==> src/rtl/pipe_pkg.sv <==
// Shared constants and helpers for the elastic pipeline register.
//   DEFAULT_WIDTH : default payload width in bits
//   DEFAULT_DEPTH : default number of register stages
//   occ_width()   : bit width needed to count 0..depth valid stages
package pipe_pkg;

  localparam int unsigned DEFAULT_WIDTH = 4;
  localparam int unsigned DEFAULT_DEPTH = 2;

  function automatic int unsigned occ_width(input int unsigned depth);
    return $clog2(depth + 1);
  endfunction

endpackage

==> src/rtl/pipe_stage.sv <==
// One stage of the elastic pipeline: a data register, a valid bit and the
// local ready term. The stage loads whenever it is empty or its downstream
// neighbour can take its current item, so bubbles collapse.
//   clk, reset_n        : clock, asynchronous active-low reset
//   flush               : synchronous clear of the valid bit (data holds)
//   up_valid, up_data   : item offered by the upstream neighbour
//   down_ready          : downstream neighbour can accept this stage's item
//   valid, data         : registered stage contents
//   ready               : this stage can accept an item this cycle
module pipe_stage
  import pipe_pkg::*;
#(
  parameter int unsigned      WIDTH      = DEFAULT_WIDTH,
  parameter logic [WIDTH-1:0] RESET_DATA = '0
) (
  input  logic             clk,
  input  logic             reset_n,
  input  logic             flush,
  input  logic             up_valid,
  input  logic [WIDTH-1:0] up_data,
  input  logic             down_ready,
  output logic             valid,
  output logic [WIDTH-1:0] data,
  output logic             ready
);

  assign ready = !valid || down_ready;

  always_ff @(posedge clk or negedge reset_n) begin
    if (!reset_n) begin
      valid <= 1'b0;
      data  <= RESET_DATA;
    end else if (flush) begin
      valid <= 1'b0;
    end else if (ready) begin
      valid <= up_valid;
      if (up_valid) begin
        data <= up_data;
      end
    end
  end

endmodule

==> src/rtl/pipe_reg_elastic.sv <==
// Elastic valid/ready pipeline of DEPTH register stages. Stage 0 faces the
// input, stage DEPTH-1 drives the output. The ready chain runs
// combinationally from out_ready back to in_ready; everything else on the
// output side comes straight from registers.
//   clk, reset_n          : clock, asynchronous active-low reset
//   flush                 : discard all in-flight items at the next edge
//   in_valid/in_ready     : upstream handshake, in_data payload
//   out_valid/out_ready   : downstream handshake, out_data payload
//   occupancy             : number of valid stages (0..DEPTH)
module pipe_reg_elastic
  import pipe_pkg::*;
#(
  parameter int unsigned      WIDTH      = DEFAULT_WIDTH,
  parameter int unsigned      DEPTH      = DEFAULT_DEPTH,
  parameter logic [WIDTH-1:0] RESET_DATA = '0
) (
  input  logic                         clk,
  input  logic                         reset_n,
  input  logic                         flush,
  input  logic                         in_valid,
  output logic                         in_ready,
  input  logic [WIDTH-1:0]             in_data,
  output logic                         out_valid,
  input  logic                         out_ready,
  output logic [WIDTH-1:0]             out_data,
  output logic [occ_width(DEPTH)-1:0]  occupancy
);

  localparam int unsigned OCC_W = occ_width(DEPTH);

  logic [DEPTH-1:0] valid_vec;
  logic [DEPTH:0]   ready_chain;
  logic [WIDTH-1:0] stage_data [DEPTH];

  assign ready_chain[DEPTH] = out_ready;

  for (genvar k = 0; k < DEPTH; k++) begin : g_stage
    logic             up_valid;
    logic [WIDTH-1:0] up_data;

    if (k == 0) begin : g_head
      assign up_valid = in_valid;
      assign up_data  = in_data;
    end else begin : g_link
      assign up_valid = valid_vec[k-1];
      assign up_data  = stage_data[k-1];
    end

    pipe_stage #(
      .WIDTH      (WIDTH),
      .RESET_DATA (RESET_DATA)
    ) u_stage (
      .clk        (clk),
      .reset_n    (reset_n),
      .flush      (flush),
      .up_valid   (up_valid),
      .up_data    (up_data),
      .down_ready (ready_chain[k+1]),
      .valid      (valid_vec[k]),
      .data       (stage_data[k]),
      .ready      (ready_chain[k])
    );
  end

  // reset_n gates in_ready so nothing appears acceptable while held in reset,
  // even though the emptied stages would otherwise report ready.
  assign in_ready  = ready_chain[0] && !flush && reset_n;
  assign out_valid = valid_vec[DEPTH-1];
  assign out_data  = stage_data[DEPTH-1];

  always_comb begin
    occupancy = '0;
    for (int unsigned i = 0; i < DEPTH; i++) begin
      occupancy = occupancy + OCC_W'(valid_vec[i]);
    end
  end

endmodule

==> config.mk <==
export PLATFORM = sky130hd
export DESIGN_NAME = pipe_reg_elastic
export DESIGN_NICKNAME = d
export VERILOG_FILES = /design/src/rtl/pipe_pkg.sv /design/src/rtl/pipe_stage.sv /design/src/rtl/pipe_reg_elastic.sv
export SDC_FILE = /design/constraint.sdc
export NUM_CORES = 1
export LEC_CHECK = 0
export ABC_CLOCK_PERIOD_IN_PS = 4200
export CORE_AREA = 5 5 42 44
export CTS_BUF_LIST = sky130_fd_sc_hd__clkbuf_4 sky130_fd_sc_hd__clkbuf_8
export CTS_CLUSTER_DIAMETER = 200
export CTS_CLUSTER_SIZE = 12
export DETAILED_ROUTE_END_ITERATION = 16
export DIE_AREA = 0 0 47 49
export GPL_TIMING_DRIVEN = 0
export MAX_ROUTING_LAYER = met4
export SLEW_MARGIN = 20
export SYNTH_ARGS = -nofsm -noshare
export SYNTH_HDL_FRONTEND = slang
export SYNTH_SLANG_ARGS = --single-unit
==> constraint.sdc <==
create_clock -name clk -period 4.2 [get_ports clk]
set_clock_uncertainty 0.05 [all_clocks]
set_input_delay 1.26 -clock clk [delete_from_list [all_inputs] [get_ports clk]]
set_output_delay 1.26 -clock clk [all_outputs]
set_load 0.1 [all_outputs]
Yosys cells after proc, flatten, opt, wreduce, memory -nomap -nowiden

Cells that the tools add are included.

Register bits after elaboration: 10
Input port bits: 9
Output and inout port bits: 8
Logic and storage cells: 21

$add $sub $neg: 1
Multiplexer cells: 4
Bitwise gates (word level): 1
Reduce and logical (&&, ||, !) cells: 11

Operators with widths:

| kind              | count |
|---|---|
| $reduce_and 3->1  | 2 |
| $mux 1            | 4 |
| $reduce_bool 2->1 | 2 |
| $logic_not 1->1   | 3 |
| $add 1x1->2       | 1 |
| $logic_and 1x1->1 | 2 |
| $logic_or 1x1->1  | 2 |
| $not 1->1         | 1 |

Longest topological paths before layout

Depth in word-level cells: 5
Gate-level depth with buffers: 3
Gate-level depth less buffers: 3

Hierarchy

Synthesis repeated with hierarchy kept, for this count alone.

Cell total of the unflattened synthesis: 30
Area, all modules: 449.2 µm²

Modules (own cells, without submodules):

| module           | times used | cells an instance | area each (µm²) | seq. area each (µm²) |
|---|---|---|---|---|
| pipe_stage       | 2          | 14                | 214.0           | 125.1 |
| pipe_reg_elastic | 1          | 2                 | 21.3            | 0.0 |

Worst setup path before layout

Ideal clock, no wire load.

Path type: input to output
Start: in out_ready
End: out in_ready
Data arrival time: 3.646 ns
Required time: 2.890 ns
Path slack: -0.756 ns
Cell stages on the path: 2
Cell sequence: and3b_1 -> nor3b_1

Word-level cells in the longest chain between the ends: 4

RTL lines:

| element                        | line                   | RTL |
|---|---|---|
| from (decl)                    | pipe_reg_elastic.sv:24 | `input logic out_ready,` |
| $logic_or 1x1->1 (2 in a row)  | pipe_stage.sv:27       | `assign ready = !valid \|\| down_ready;` |
| $logic_and 1x1->1 (2 in a row) | pipe_reg_elastic.sv:67 | `assign in_ready = ready_chain[0] && !flush && reset_n;` |
| to (decl)                      | pipe_reg_elastic.sv:21 | `output logic in_ready,` |

Every way passes these cells.

Final worst setup path

Same ends and word-level chain as after synthesis.

==> report_table.html <==
<table>
<tr><th>Metric</th><th>Value</th></tr>
<tr><th colspan="2">Placement</th></tr>
<tr><td>Placer Congestion</td><td>0.715</td></tr>
<tr><td>Post-DP HPWL</td><td>634 microns</td></tr>
<tr><td>Number of port buffers</td><td>16</td></tr>
<tr><td>Post-Place Setup Slack</td><td>-0.554 ns</td></tr>
<tr><th colspan="2">Setup path</th></tr>
<tr><td>Biggest fanout along the worst timing path</td><td>3</td></tr>
<tr><td>Critical path capture point</td><td>in_ready</td></tr>
<tr><td>Cell count of the worst reg-to-reg path</td><td>3</td></tr>
<tr><td>Timing startpoint of the critical path</td><td>out_ready</td></tr>
<tr><td>Required @ worst endpoint</td><td>2.89 ns</td></tr>
<tr><td>Worst path arrival time</td><td>2.67 ns</td></tr>
<tr><td>Reg-to-reg setup timing slack</td><td>2.67 ns</td></tr>
<tr><td>Worst setup path class</td><td>input port to primary output</td></tr>
<tr><td>Element type at the critical path end</td><td>primary output</td></tr>
<tr><td>Launching element type of the critical path</td><td>input port</td></tr>
<tr><td>Worst reg2reg startpoint</td><td>g_stage[0].u_stage.valid</td></tr>
<tr><td>Endpoint of the worst-slack reg-to-reg timing path</td><td>g_stage[0].u_stage.data[2]</td></tr>
<tr><th colspan="2">Timing</th></tr>
<tr><td>Max-slew violations</td><td>0</td></tr>
<tr><td>Post-route minimum period</td><td>3.98 ns</td></tr>
<tr><td>Unrepaired setup endpoints after global routing</td><td>no</td></tr>
<tr><td>Final setup fails</td><td>0</td></tr>
<tr><td>Transition time at the pin with the least slew margin</td><td>0.968 ns</td></tr>
<tr><td>Count of endpoints failing hold in the final timing report</td><td>0</td></tr>
<tr><td>Headroom to the max-slew limit</td><td>0.352</td></tr>
<tr><td>Final period utilization</td><td>0.949</td></tr>
<tr><td>Maximum clock rate</td><td>0.251 GHz</td></tr>
<tr><td>Minimum setup slack in the final design</td><td>0.216 ns</td></tr>
<tr><th colspan="2">Clock tree</th></tr>
<tr><td>Total clock buffers created by CTS</td><td>3</td></tr>
<tr><td>Number of buffers inserted by hold repair at cts</td><td>0</td></tr>
<tr><td>Max Buffers Root-to-Sink</td><td>2</td></tr>
<tr><td>Cell at the root of the clock tree</td><td>sky130_fd_sc_hd__clkbuf_4</td></tr>
<tr><td># H-tree levels</td><td>1</td></tr>
<tr><td>Post-CTS Setup Bufs</td><td>0</td></tr>
<tr><td>Latest clock arrival within the worst-skew pair</td><td>0.26 ns</td></tr>
<tr><td>Clock tree from TritonCTS</td><td>yes</td></tr>
<tr><td>Clock sink count</td><td>10</td></tr>
<tr><td>Clock edge transition at the registers on the reported setup and hold paths</td><td>0.06 ns</td></tr>
<tr><th colspan="2">Synth</th></tr>
<tr><td>Number of nets produced by synthesis</td><td>38</td></tr>
<tr><td>Area share of the largest cell type after synthesis</td><td>0.581</td></tr>
<tr><td>Mean cell area of the mapped netlist</td><td>15.4 sq um</td></tr>
<tr><td>Top cells by area, synth</td><td>sky130_fd_sc_hd__dfrtp_1, sky130_fd_sc_hd__mux2_4, sky130_fd_sc_hd__mux2_2, sky130_fd_sc_hd__nor2_1, sky130_fd_sc_hd__ha_1</td></tr>
<tr><td>Post-synthesis instance area</td><td>430 sq um</td></tr>
<tr><td>Cell count after synthesis</td><td>28</td></tr>
<tr><td>Sequential-to-total area share from yosys stat</td><td>0.581</td></tr>
<tr><td>Number of flip-flops and latches in the synthesized netlist</td><td>10</td></tr>
<tr><td>Cell accounting for the most synthesized area</td><td>sky130_fd_sc_hd__dfrtp_1</td></tr>
<tr><td>Yosys synthesis warning count</td><td>0</td></tr>
<tr><td>Yosys cell types</td><td>10</td></tr>
<tr><th colspan="2">Pwr</th></tr>
<tr><td>Switching power as a share of total power</td><td>0.432</td></tr>
<tr><td>Static leakage power</td><td>0.000306 uW</td></tr>
<tr><td>Cell Int Power</td><td>216 uW</td></tr>
<tr><td>Clock group share of total power</td><td>0.225</td></tr>
<tr><td>IR Drop Worst-Case VDD</td><td>0.230 mV</td></tr>
<tr><td>Switching power of the nets</td><td>164 uW</td></tr>
<tr><td>Combinational group share of total power</td><td>0.448</td></tr>
<tr><td>Pwr per Cell Area</td><td>582 nW/um^2</td></tr>
<tr><td>Total power</td><td>381 uW</td></tr>
<tr><td>Sequential fraction of design power</td><td>0.327</td></tr>
<tr><th colspan="2">Hold path</th></tr>
<tr><td>Hold Path Stages</td><td>1</td></tr>
<tr><td>Worst Hold Class</td><td>register to register</td></tr>
<tr><th colspan="2">Global routing</th></tr>
<tr><td>Overall track demand over capacity in global routing</td><td>0.0864</td></tr>
<tr><td>Congestion Overflow GR</td><td>0</td></tr>
<tr><td>Via count of the first global-routing pass</td><td>304</td></tr>
<tr><td>Initial antenna violation count</td><td>0</td></tr>
<tr><td>Maximum number of pins on one net before global-route repair</td><td>12</td></tr>
<tr><td>First-pass GRT wire length</td><td>1.33 mm</td></tr>
<tr><th colspan="2">Status</th></tr>
<tr><td>Run status</td><td>finished, final reports clean</td></tr>
<tr><th colspan="2">Drt</th></tr>
<tr><td>Initial DRT Pass Iterations</td><td>2</td></tr>
<tr><td>Post-DR wirelength/cell</td><td>12.8 microns</td></tr>
<tr><td>DRC marker count from the first detailed-route iteration</td><td>3</td></tr>
<tr><td>Per-cell via count in the routed design</td><td>4.53</td></tr>
<tr><td>Total wire length</td><td>816 microns</td></tr>
<tr><td>DRC viols</td><td>0</td></tr>
<tr><td>Via count of the routed design</td><td>290</td></tr>
<tr><td>DRT antenna net count</td><td>0</td></tr>
<tr><th colspan="2">Finish</th></tr>
<tr><td>Combined area of the multi-input logic cells</td><td>185 sq um</td></tr>
<tr><td>Most used cells in the layout excluding fill and tap cells</td><td>sky130_fd_sc_hd__clkdlybuf4s50_1, sky130_fd_sc_hd__dfrtp_1, sky130_fd_sc_hd__mux2_2, sky130_fd_sc_hd__mux2_4, sky130_fd_sc_hd__nor2_1</td></tr>
<tr><td>Total area of sequential cells</td><td>250 sq um</td></tr>
<tr><td>Area growth from synthesis to final layout</td><td>52.0%</td></tr>
<tr><td>Nets</td><td>59</td></tr>
<tr><td>Number of diodes added for antenna fixing</td><td>0</td></tr>
<tr><td>Fraction of final layout cells sized beyond drive strength 1</td><td>0.333</td></tr>
<tr><td>Commonest non-fill, non-tap cell in the layout</td><td>sky130_fd_sc_hd__clkdlybuf4s50_1</td></tr>
<tr><td>Number of filler instances in the final layout</td><td>135</td></tr>
<tr><th colspan="2">Floorplan</th></tr>
<tr><td>I/O pin total</td><td>17</td></tr>
<tr><td>Starting utilization of the core area</td><td>0.307</td></tr>
<tr><td>Core Rows</td><td>14</td></tr>
<tr><td>Area enclosed by the die boundary</td><td>2300 sq um</td></tr>
<tr><td>Standard cell core area</td><td>1400 sq um</td></tr>
<tr><td>Die height</td><td>49 microns</td></tr>
<tr><td>Width of the die</td><td>47 microns</td></tr>
<tr><th colspan="2">Run</th></tr>
<tr><td># Max-Cap Violations</td><td>0</td></tr>
</table>
kinds of logic (layout without fill, tap and decap cells):
logic type                 Yosys count  count (layout)  synth area share
adders and majority gates            1               1            0.0291
buffers and inverters                0              20                 0
DFF                                 10              10             0.581
muxes                                8               8             0.244
and+or+nand+nor                      9               9             0.145
critical path: stages:
cell	delay [ns]
sky130_fd_sc_hd__clkdlybuf4s50_1	0.46
sky130_fd_sc_hd__and3b_1	0.21
sky130_fd_sc_hd__nor3b_2	0.17
sky130_fd_sc_hd__clkdlybuf4s18_2	0.57
synth_stat cells, drive strengths merged:
library cell   n
nor3b          2
nor2           4
and2b          1
and3b          1
dfrtp         10
ha             1
or3b           1
mux2           8
per-stage QoR:
| stage | hold WS (ns) | cells | TNS [ns] | util | cell area [sq um] |
|---|---|---|---|---|---|
| final | 0.457 | 64 | 0 | 0.467 | 654 |
| after global placement | 0.439 | 60 | -0.522 | 0.439 | 616 |
| after floorplan | 0.426 | 28 | 0 | - | 435 |
| after global routing | 0.475 | 64 | 0 | 0.467 | 654 |
| after detailed placement | 0.441 | 60 | -0.554 | 0.439 | 616 |
| after CTS | 0.459 | 64 | 0 | 0.466 | 653 |
flip-flops by register name, indices dropped and copies added, names as in the netlist:
register               count
g_stage.u_stage.data       8
g_stage.u_stage.valid      2
how the worst min path moves through the flow:
stage / startpoint / end
floorplan: g_stage[0].u_stage.data[0] / g_stage[0].u_stage.data[0]
global placement: g_stage[0].u_stage.data[0] / g_stage[0].u_stage.data[0]
detailed placement: g_stage[0].u_stage.data[0] / g_stage[0].u_stage.data[0]
CTS: g_stage[0].u_stage.data[0] / g_stage[0].u_stage.data[0]
global route: g_stage[0].u_stage.data[0] / g_stage[0].u_stage.data[0]
finish: g_stage[0].u_stage.data[2] / g_stage[0].u_stage.data[2]
routing by layer:
metal  wire length, microns  track usage  vias to the layer above
met3                     51       0.0332                        2
met1                    291       0.0920                      142
met5                      0            -                        -
met2                    455        0.129                        8
met4                     17       0.0553                        0
li1                       -            -                      138
power by group through the flow:
stage | logic (uW) | clock network (uW) | registers, uW
6_report | 171 | 85.7 | 124
5_1_grt | 176 | 93.8 | 127
4_1_cts | 172 | 89.8 | 125
3_5_place_dp | 172 | 0 | 127
3_3_place_gp | 171 | 0 | 125
2_1_floorplan | 39.6 | 0 | 215
timing repair:
item / in CTS / in global routing
gates resized for setup: 3 / 2
endpoints found under the setup margin: 1 / 1
endpoints found under the hold margin: 0 / 0
area by class of cell:
type / count / area share
Clock buffer: 4 / 0.0554
Multi-Input combinational cell: 18 / 0.283
Sequential cell: 10 / 0.382
Tap cell: 16 / 0.0306
Timing Repair Buffer: 16 / 0.249
Power figures use the tool's default switching activity.
